### config.mk
export PLATFORM = sky130hd
export DESIGN_NAME = add_sub_calc_ctrl
export DESIGN_NICKNAME = d
export VERILOG_FILES = /design/src/rtl/add_sub_calc_ctrl.sv
export SDC_FILE = /design/constraint.sdc
export NUM_CORES = 1
export LEC_CHECK = 0
export ABC_AREA = 1
export ABC_CLOCK_PERIOD_IN_PS = 1700
export BUFFER_PORTS_ARGS = -buffer_cell sky130_fd_sc_hd__buf_4
export CAP_MARGIN = 5
export CORE_UTILIZATION = 52
export CTS_CLUSTER_SIZE = 16
export DETAILED_ROUTE_END_ITERATION = 7
export PLACE_DENSITY = 0.78
export SYNTH_ARGS = -nofsm -noshare
export SYNTH_HDL_FRONTEND = slang
export SYNTH_SLANG_ARGS = --single-unit
### constraint.sdc
create_clock -name sys_clk -period 1.7 [get_ports sys_clk]
set_clock_uncertainty 0.1 [all_clocks]
set_input_delay 0.51 -clock sys_clk [delete_from_list [all_inputs] [get_ports sys_clk]]
set_output_delay 0.51 -clock sys_clk [all_outputs]
set_load 0.005 [all_outputs]
### src/rtl/add_sub_calc_ctrl.sv
// Operand-entry and sequencing controller for the 4-bit add/sub calculator.
// Conditions the enter/clear buttons and steps A -> B -> settle -> show.
module add_sub_calc_ctrl #(
   parameter int DEBOUNCE   = 4,
   parameter int SETTLE_CYC = 2
) (
   input  logic       sys_clk,
   input  logic       reset,
   input  logic [3:0] sw,
   input  logic       sw_op,
   input  logic       btn_enter,
   input  logic       btn_clear,
   input  logic [4:0] res_in,
   output logic [3:0] op_a,
   output logic [3:0] op_b,
   output logic       op_sel,
   output logic [7:0] disp_val,
   output logic [3:0] state_led,
   output logic       busy,
   output logic       result_valid
);

   localparam int DW = (DEBOUNCE > 1) ? $clog2(DEBOUNCE) : 1;
   localparam int CW = (SETTLE_CYC > 1) ? $clog2(SETTLE_CYC) : 1;
   localparam logic [DW-1:0] DEB_LAST = DW'(DEBOUNCE - 1);
   localparam logic [CW-1:0] SET_LAST = CW'(SETTLE_CYC - 1);

   typedef enum logic [1:0] {S_A = 2'd0, S_B = 2'd1, S_CALC = 2'd2, S_SHOW = 2'd3} state_t;

   // Bit 0 is enter, bit 1 is clear.
   logic [1:0]          raw_s;
   logic [1:0]          s1_q, s2_q, stable_q, stable_d, edge_q, press_s;
   logic [1:0][DW-1:0]  cnt_q, cnt_d;
   logic                enter_s, clear_s;

   state_t         state_q, state_d;
   logic [3:0]     op_a_q, op_a_d, op_b_q, op_b_d;
   logic           op_sel_q, op_sel_d;
   logic [7:0]     disp_q, disp_d;
   logic [4:0]     result_q, result_d;
   logic [CW-1:0]  settle_q, settle_d;

   assign raw_s   = {btn_clear, btn_enter};
   assign press_s = stable_q & ~edge_q;
   assign enter_s = press_s[0];
   assign clear_s = press_s[1];

   // Debounce: accept a new level only after DEBOUNCE consecutive differing cycles.
   always_comb begin
      cnt_d    = cnt_q;
      stable_d = stable_q;
      for (int i = 0; i < 2; i++) begin
         if (s2_q[i] == stable_q[i]) begin
            cnt_d[i] = '0;
         end else if (cnt_q[i] == DEB_LAST) begin
            stable_d[i] = s2_q[i];
            cnt_d[i]    = '0;
         end else begin
            cnt_d[i] = cnt_q[i] + DW'(1);
         end
      end
   end

   // Button synchronizers, debounce state and edge-detect history.
   always_ff @(posedge sys_clk or negedge reset) begin
      if (!reset) begin
         s1_q     <= 2'b00;
         s2_q     <= 2'b00;
         cnt_q    <= '0;
         stable_q <= 2'b00;
         edge_q   <= 2'b00;
      end else begin
         s1_q     <= raw_s;
         s2_q     <= s1_q;
         cnt_q    <= cnt_d;
         stable_q <= stable_d;
         edge_q   <= stable_q;
      end
   end

   // Sequencer next state and datapath register updates; clear overrides everything.
   always_comb begin
      state_d  = state_q;
      op_a_d   = op_a_q;
      op_b_d   = op_b_q;
      op_sel_d = op_sel_q;
      disp_d   = disp_q;
      result_d = result_q;
      settle_d = settle_q;
      case (state_q)
         S_A: begin
            disp_d = {4'b0000, sw};
            if (enter_s) begin
               op_a_d  = sw;
               state_d = S_B;
            end else begin
               state_d = S_A;
            end
         end
         S_B: begin
            disp_d = {4'b0000, sw};
            if (enter_s) begin
               op_b_d   = sw;
               op_sel_d = sw_op;
               settle_d = '0;
               state_d  = S_CALC;
            end else begin
               state_d = S_B;
            end
         end
         S_CALC: begin
            settle_d = settle_q + CW'(1);
            if (settle_q == SET_LAST) begin
               result_d = res_in;
               disp_d   = {3'b000, res_in};
               state_d  = S_SHOW;
            end else begin
               state_d = S_CALC;
            end
         end
         S_SHOW: begin
            disp_d = {3'b000, result_q};
            if (enter_s) begin
               state_d = S_A;
            end else begin
               state_d = S_SHOW;
            end
         end
         default: begin
            state_d = S_A;
         end
      endcase
      if (clear_s) begin
         state_d  = S_A;
         op_a_d   = 4'h0;
         op_b_d   = 4'h0;
         op_sel_d = 1'b0;
         result_d = 5'h00;
         settle_d = '0;
      end else begin
         state_d = state_d;
      end
   end

   // Sequencer and datapath-facing registers.
   always_ff @(posedge sys_clk or negedge reset) begin
      if (!reset) begin
         state_q  <= S_A;
         op_a_q   <= 4'h0;
         op_b_q   <= 4'h0;
         op_sel_q <= 1'b0;
         disp_q   <= 8'h00;
         result_q <= 5'h00;
         settle_q <= '0;
      end else begin
         state_q  <= state_d;
         op_a_q   <= op_a_d;
         op_b_q   <= op_b_d;
         op_sel_q <= op_sel_d;
         disp_q   <= disp_d;
         result_q <= result_d;
         settle_q <= settle_d;
      end
   end

   // One-hot state decode for the LEDs.
   always_comb begin
      case (state_q)
         S_A:     state_led = 4'b0001;
         S_B:     state_led = 4'b0010;
         S_CALC:  state_led = 4'b0100;
         S_SHOW:  state_led = 4'b1000;
         default: state_led = 4'b0001;
      endcase
   end

   assign busy         = (state_q == S_CALC);
   assign result_valid = (state_q == S_SHOW);
   assign op_a         = op_a_q;
   assign op_b         = op_b_q;
   assign op_sel       = op_sel_q;
   assign disp_val     = disp_q;

endmodule
==> metrics.yaml, run 1 <==
cp_slowest_cell: "dfrtp_2"
ir_drop_mv: 1.00
layout_setup_ws_ns: -0.0195
power.total_uw: 3180
use_met1_pct: 30.4
cp_top_family: "flip-flops"
die_area_mm2: 0.00314
seq_area_frac_synth_pct: 56.0
routabilityCongestion: 0.868
drv_slew: 0
clk_latency_ns: 0.34
busiest_layer: "met2"
global_route.usage.met2_pct: 36.7
clkTransAtPathRegs_ns: 0.10
cts_made_buffers: 5
cap_violations: 0
cts_tree: "built"
setup_viol: 6
yosys.area.top_type: "dfrtp_1"
final-hold-violation-count: 0
power_density_mw_per_mm2: 1660
ys_types: 17
ys_seq_elements: 34
final_cells: 254
dp_hpwl_mm: 2.33
n_antenna_cell: 0
regArea_um2: 853
syn-cell-area_mm2: 0.00152
vias_per_cell: 5.26
wl_per_cell_um: 13.3
final.min_clock_period_ns: 1.72
rsz0062_at_grt: "true"
grt_pass1_vias: 1256
critPathKind: "flop to primary output"
fin_crit_sh_pct: 101
failed_checks: "setup timing"
max_freq_ghz: 0.582
syn_area_per_cell_um2: 8.54
use_met3_pct: 5.81
cp.arrival_ns: 1.11
yosysWarnings: 0
leakagePower_uw: 0.00106
synth_top_area_share_pct: 56.0
num-fill-cells: 232
area_growth_pct: 25.8
critPathMaxStageDelay_ns: 0.46
nets: 239
critPathRequiredTime_ns: 1.09
grt-ovfl-total: 0
grt_start_max_net_pins: 35
hold_class: "input port to flop"
root_buffer: "clkbuf_4"
antenna_found_initial: 0
dp_cells: 239
vias: 1335
finalInstanceArea_mm2: 0.00191
synthTopCellsByArea: "dfrtp_1, nand2_1, nand3_1"
pin_count: 37
start_util_pct: 55.1
path_cells: "inv_2, nor2_4, buf_6"
clkSinkCount: 34
grt_first_pass_wirelength_mm: 5.58
routed_wl_mm: 3.38
place_area_mm2: 0.00178
htreeDepth: 2
drc: 0
multi_input_area_um2: 562
critPathBufInv: 2
first_pass_iters: 4
grt_usage_pct: 24.0
whs_ns: 0.164
core_area_mm2: 0.00276
drive_gt1_share_pct: 27.4
io_buffers: 33
drt-initial-drc-count: 35
start_kind: "flop"
syn_inst: 178
die_h_um: 56.1
endpoint_kind: "primary output"
clock_path_buffers: 2
die_w_um: 56.1
status: "finished, violations left"
rrSetupSlack_ns: 0.18
rows: 19
cp_max_fo: 6
postRouteAntennaNets: 0
-- cells by family after synthesis --
| logic type | after synthesis | synth area share [%] |
|---|---|---|
| compound gates | 4 | 1.32 |
| xor+xnor | 2 | 1.15 |
| fa+ha+maj | 2 | 1.65 |
| buf+inv | 25 | 8.07 |
| flops | 34 | 56.0 |
| other cells | 1 | 0.247 |
| simple gates | 110 | 31.6 |
-- cell type report --
class,count,area share [%]
clock buffer,6,2.16
inverter,16,3.27
tap,31,2.03
timing repair buffer,45,18.2
clock inverter,1,0.392
multi-input combinational,121,29.4
sequential,34,44.6
-- timing repair --
item / 4_1_cts / 5_1_grt
endpoints found under the setup margin: 6 / 6
hold buffers: 1 / 0
gates resized for setup: 6 / 3
setup buffers: 4 / 3
pin swaps: 2 / 2
hold endpoints to repair: 14 / 0
-- metrics by stage --
step / util (%) / TNS (ns) / worst slack (ns)
after CTS: 68.1 / -0.147 / -0.0318
after detailed placement: 64.6 / 0 / 0.184
after floorplan: - / 0 / 0.275
after global placement: 64.6 / 0 / 0.204
final: 69.4 / -0.0769 / -0.0195
after global routing: 69.4 / -0.495 / -0.0872
-- power by group --
part / switching [µW] / leakage, µW / internal (µW)
clock: 273 / 0.0000243 / 154
sequential: 225 / 0.000437 / 1090
combinational: 755 / 0.000598 / 682
total: 1250 / 0.00106 / 1930
-- placed cells by master (no fill, tap or decap) --
master | netlist | layout
clkinvlp_4 | 0 | 1
dfrtp_1 | 34 | 32
dlygate4sd3_1 | 0 | 1
nor2_1 | 11 | 10
inv_2 | 3 | 3
clkbuf_4 | 0 | 5
dfrtp_2 | 0 | 2
a21oi_1 | 1 | 1
nor3_1 | 2 | 2
ha_1 | 2 | 2
buf_4 | 7 | 40
nand3_1 | 34 | 34
inv_4 | 0 | 1
o21ai_0 | 3 | 3
conb_1 | 1 | 3
clkbuf_1 | 0 | 1
nor2_2 | 2 | 2
nand2_1 | 58 | 58
buf_6 | 0 | 3
nand2_2 | 1 | 1
inv_1 | 13 | 12
xnor2_1 | 2 | 2
buf_1 | 0 | 1
nor2_4 | 2 | 3
-- routing by layer --
metal | vias up | routed length, µm
li1 | 641 | -
met1 | 616 | 1480
met2 | 62 | 1530
met3 | 16 | 224
met4 | 0 | 145
met5 | - | 0
-- worst paths after layout --
kind,from,to,cells past startpoint
max,state_q[1],busy,3
min,btn_enter,s1_q[0],1
max reg2reg,state_q[1],op_sel,7
min reg2reg,s1_q[1],s2_q[1],0
max in group asynchronous,reset,state_q[1],2
min in group asynchronous,reset,result_q[0],2
-- registers in the layout, indices dropped and copies added, names as in the netlist --
register	flops
cnt_q	4
s1_q	2
stable_q	2
s2_q	2
state_q	2
op_sel	1
disp_val	5
op_b	4
op_a	4
edge_q	2
result_q	5
settle_q	1
-- synth_stat cells, drive strengths merged --
| library cell | instances |
|---|---|
| nand3 | 34 |
| o21ai | 3 |
| conb | 1 |
| inv | 16 |
| nor2 | 15 |
| nor3 | 2 |
| nand2 | 59 |
| ha | 2 |
| dfrtp | 34 |
| a21oi | 1 |
| xnor2 | 2 |
| buf | 9 |
Note: power is estimated with default switching activity, not from simulation.
==> run 2, diff against run 1 <==
Settings changed: TNS_END_PERCENT from default to 50.
==> metrics.yaml, run 2 (synthesis results as in run 1) <==
rr_endpoint: "op_sel"
die_w_um: 56.1  # unchanged
fin_crit_sh_pct: 102  # +1.1 points
switching_share_pct: 39.6  # +0.24 points
pin_count: 37  # unchanged
clock_path_buffers: 2  # unchanged
n_antenna_cell: 0  # unchanged
final_cell_mix: "nand2_1, buf_4, nand3_1, dfrtp_1, inv_1"
num-fill-cells: 229  # -1.3%
dp_hpwl_mm: 2.33  # unchanged
routabilityCongestion: 0.868  # unchanged
cap_violations: 0  # unchanged
vias_per_cell: 5.27  # +0.30%
drc: 0  # unchanged
die_area_mm2: 0.00314  # unchanged
hold_end: "s1_q[0]"
grt_pass1_vias: 1255  # -0.080%
global_route.usage.met2_pct: 38.3  # +1.5 points
use_met1_pct: 29.6  # -0.82 points
cp.arrival_ns: 1.13  # +0.02 ns
core_area_mm2: 0.00276  # unchanged
critPathRequiredTime_ns: 1.09  # about the same
power.internal_uw: 1920  # -0.48%
final_common_cell: "nand2_1"
drive_gt1_share_pct: 27.8  # +0.45 points
drt-initial-drc-count: 37  # +5.7%
clkTransAtPathRegs_ns: 0.10  # about the same
use_met3_pct: 5.81  # unchanged
vias: 1339  # +0.30%
status: "finished, violations left"
critPathMaxStageDelay_ns: 0.47  # about the same
htreeDepth: 2  # unchanged
endpoint_kind: "primary output"
max_freq_ghz: 0.575  # -1.1%
grt-ovfl-total: 0  # unchanged
pre_cts_slack_ns: 0.184  # unchanged
power_density_mw_per_mm2: 1660  # -0.21%
ir_drop_mv: 0.986  # -1.8%
failed_checks: "setup timing"
rsz0062_at_grt: "true"
area_growth_pct: 26.0
hold_class: "input port to flop"
setup_viol: 6  # unchanged
cts_made_buffers: 5  # unchanged
p_seq_share_pct: 41.6  # about the same
leakagePower_uw: 0.00106  # +0.15%
clock_power_share_pct: 13.4  # about the same
path_cells: "inv_2, nor2_4, buf_4"
wl_per_cell_um: 13.4  # +0.80%
clkSinkCount: 34  # unchanged
power_frac_comb_pct: 45.1  # about the same
nets: 239  # unchanged
clk_latency_ns: 0.35  # about the same
rows: 19  # unchanged
postRouteAntennaNets: 0  # unchanged
final-hold-violation-count: 0  # unchanged
antenna_found_initial: 0  # unchanged
reg2reg_depth: 7  # unchanged
first_pass_iters: 4  # unchanged
routed_wl_mm: 3.41  # +0.80%
drv_slew: 0  # unchanged
root_buffer: "clkbuf_4"
power.switching_uw: 1260  # +0.53%
finalInstanceArea_mm2: 0.00192  # +0.13%
io_buffers: 33  # unchanged
start_kind: "flop"
power.total_uw: 3180  # about the same
critPathKind: "flop to primary output"
final.min_clock_period_ns: 1.74  # +0.0194 ns
start_util_pct: 55.1  # unchanged
cp_max_fo: 6  # unchanged
layout_setup_ws_ns: -0.0389  # -0.0194 ns
grt_first_pass_wirelength_mm: 5.57  # -0.25%
cts_tree: "built"
die_h_um: 56.1  # unchanged
rrSetupSlack_ns: 0.16  # -0.02 ns
place_area_mm2: 0.00178  # unchanged
crit_start: "state_q[1]"
worstHoldPathCells: 1  # unchanged
timing.rr.start: "state_q[1]"
grt_start_max_net_pins: 35  # unchanged
busiest_layer: "met2"
grt_usage_pct: 23.8  # -0.21 points
holdCritStartpoint: "btn_enter"
cp_slowest_cell: "dfrtp_2"
run 2: changes by cell type in the layout (fill, tap and decap cells not counted):
cell	before	now
nand2_1	58	57
nand2_2	1	2
run 2: what timing repair did:
item,in CTS,in global routing
gates resized for setup,4,6
setup endpoints to repair,6,6
hold endpoints to repair,14,0
buffers inserted,3,4
hold buffers,1,0
pin swaps,2,2
run 2: cell type report:
cell class	count	area (µm²)	area share [%]
clock inverters	1	7.51	0.392
repair buffers	45	348	18.2
flip-flops and latches	34	853	44.5
inverters	16	62.6	3.27
clock buffers	6	41.3	2.16
well taps	31	38.8	2.02
multi-input cells	121	564	29.5
run 2: worst max path at each step:
| stage | end | slack [ns] | depth (start not counted) |
|---|---|---|---|
| after floorplan | state_led[3] | 0.28 | 4 |
| after global routing | busy | -0.11 | 3 |
| after CTS | state_led[1] | -0.03 | 3 |
| after global placement | state_led[1] | 0.20 | 3 |
| final | busy | -0.04 | 3 |
| after detailed placement | state_led[1] | 0.18 | 3 |
run 2: metrics by stage:
| stage | TNS (ns) | util, % | instances | hold WS, ns |
|---|---|---|---|---|
| floorplan | 0 | - | 180 | 0.114 |
| global placement | 0 | 64.6 | 239 | 0.232 |
| detailed placement | 0 | 64.6 | 239 | 0.244 |
| CTS | -0.132 | 67.6 | 250 | 0.154 |
| global route | -0.465 | 69.5 | 254 | 0.145 |
| finish | -0.101 | 69.5 | 254 | 0.165 |
run 2: worst max-delay path: cells and delay by family, from the launching register on:
family / cells / cell delay, ns
DFF: 1 / 0.47
buffers and inverters: 2 / 0.20
and+or+nand+nor: 1 / 0.11
run 2: power groups by stage:
stage / sequential [µW] / combinational [µW] / clock (µW)
floorplan: 1260 / 795 / 0
global placement: 1310 / 1220 / 0
detailed placement: 1320 / 1260 / 0
CTS: 1310 / 1330 / 440
global route: 1360 / 1600 / 467
finish: 1320 / 1430 / 425
run 2: layer usage:
layer  up-vias  routed length [µm]
met5         -                   0
met4         0                  91
met3        12                 235
met2        63                1670
met1       623                1410
li1        641                   -
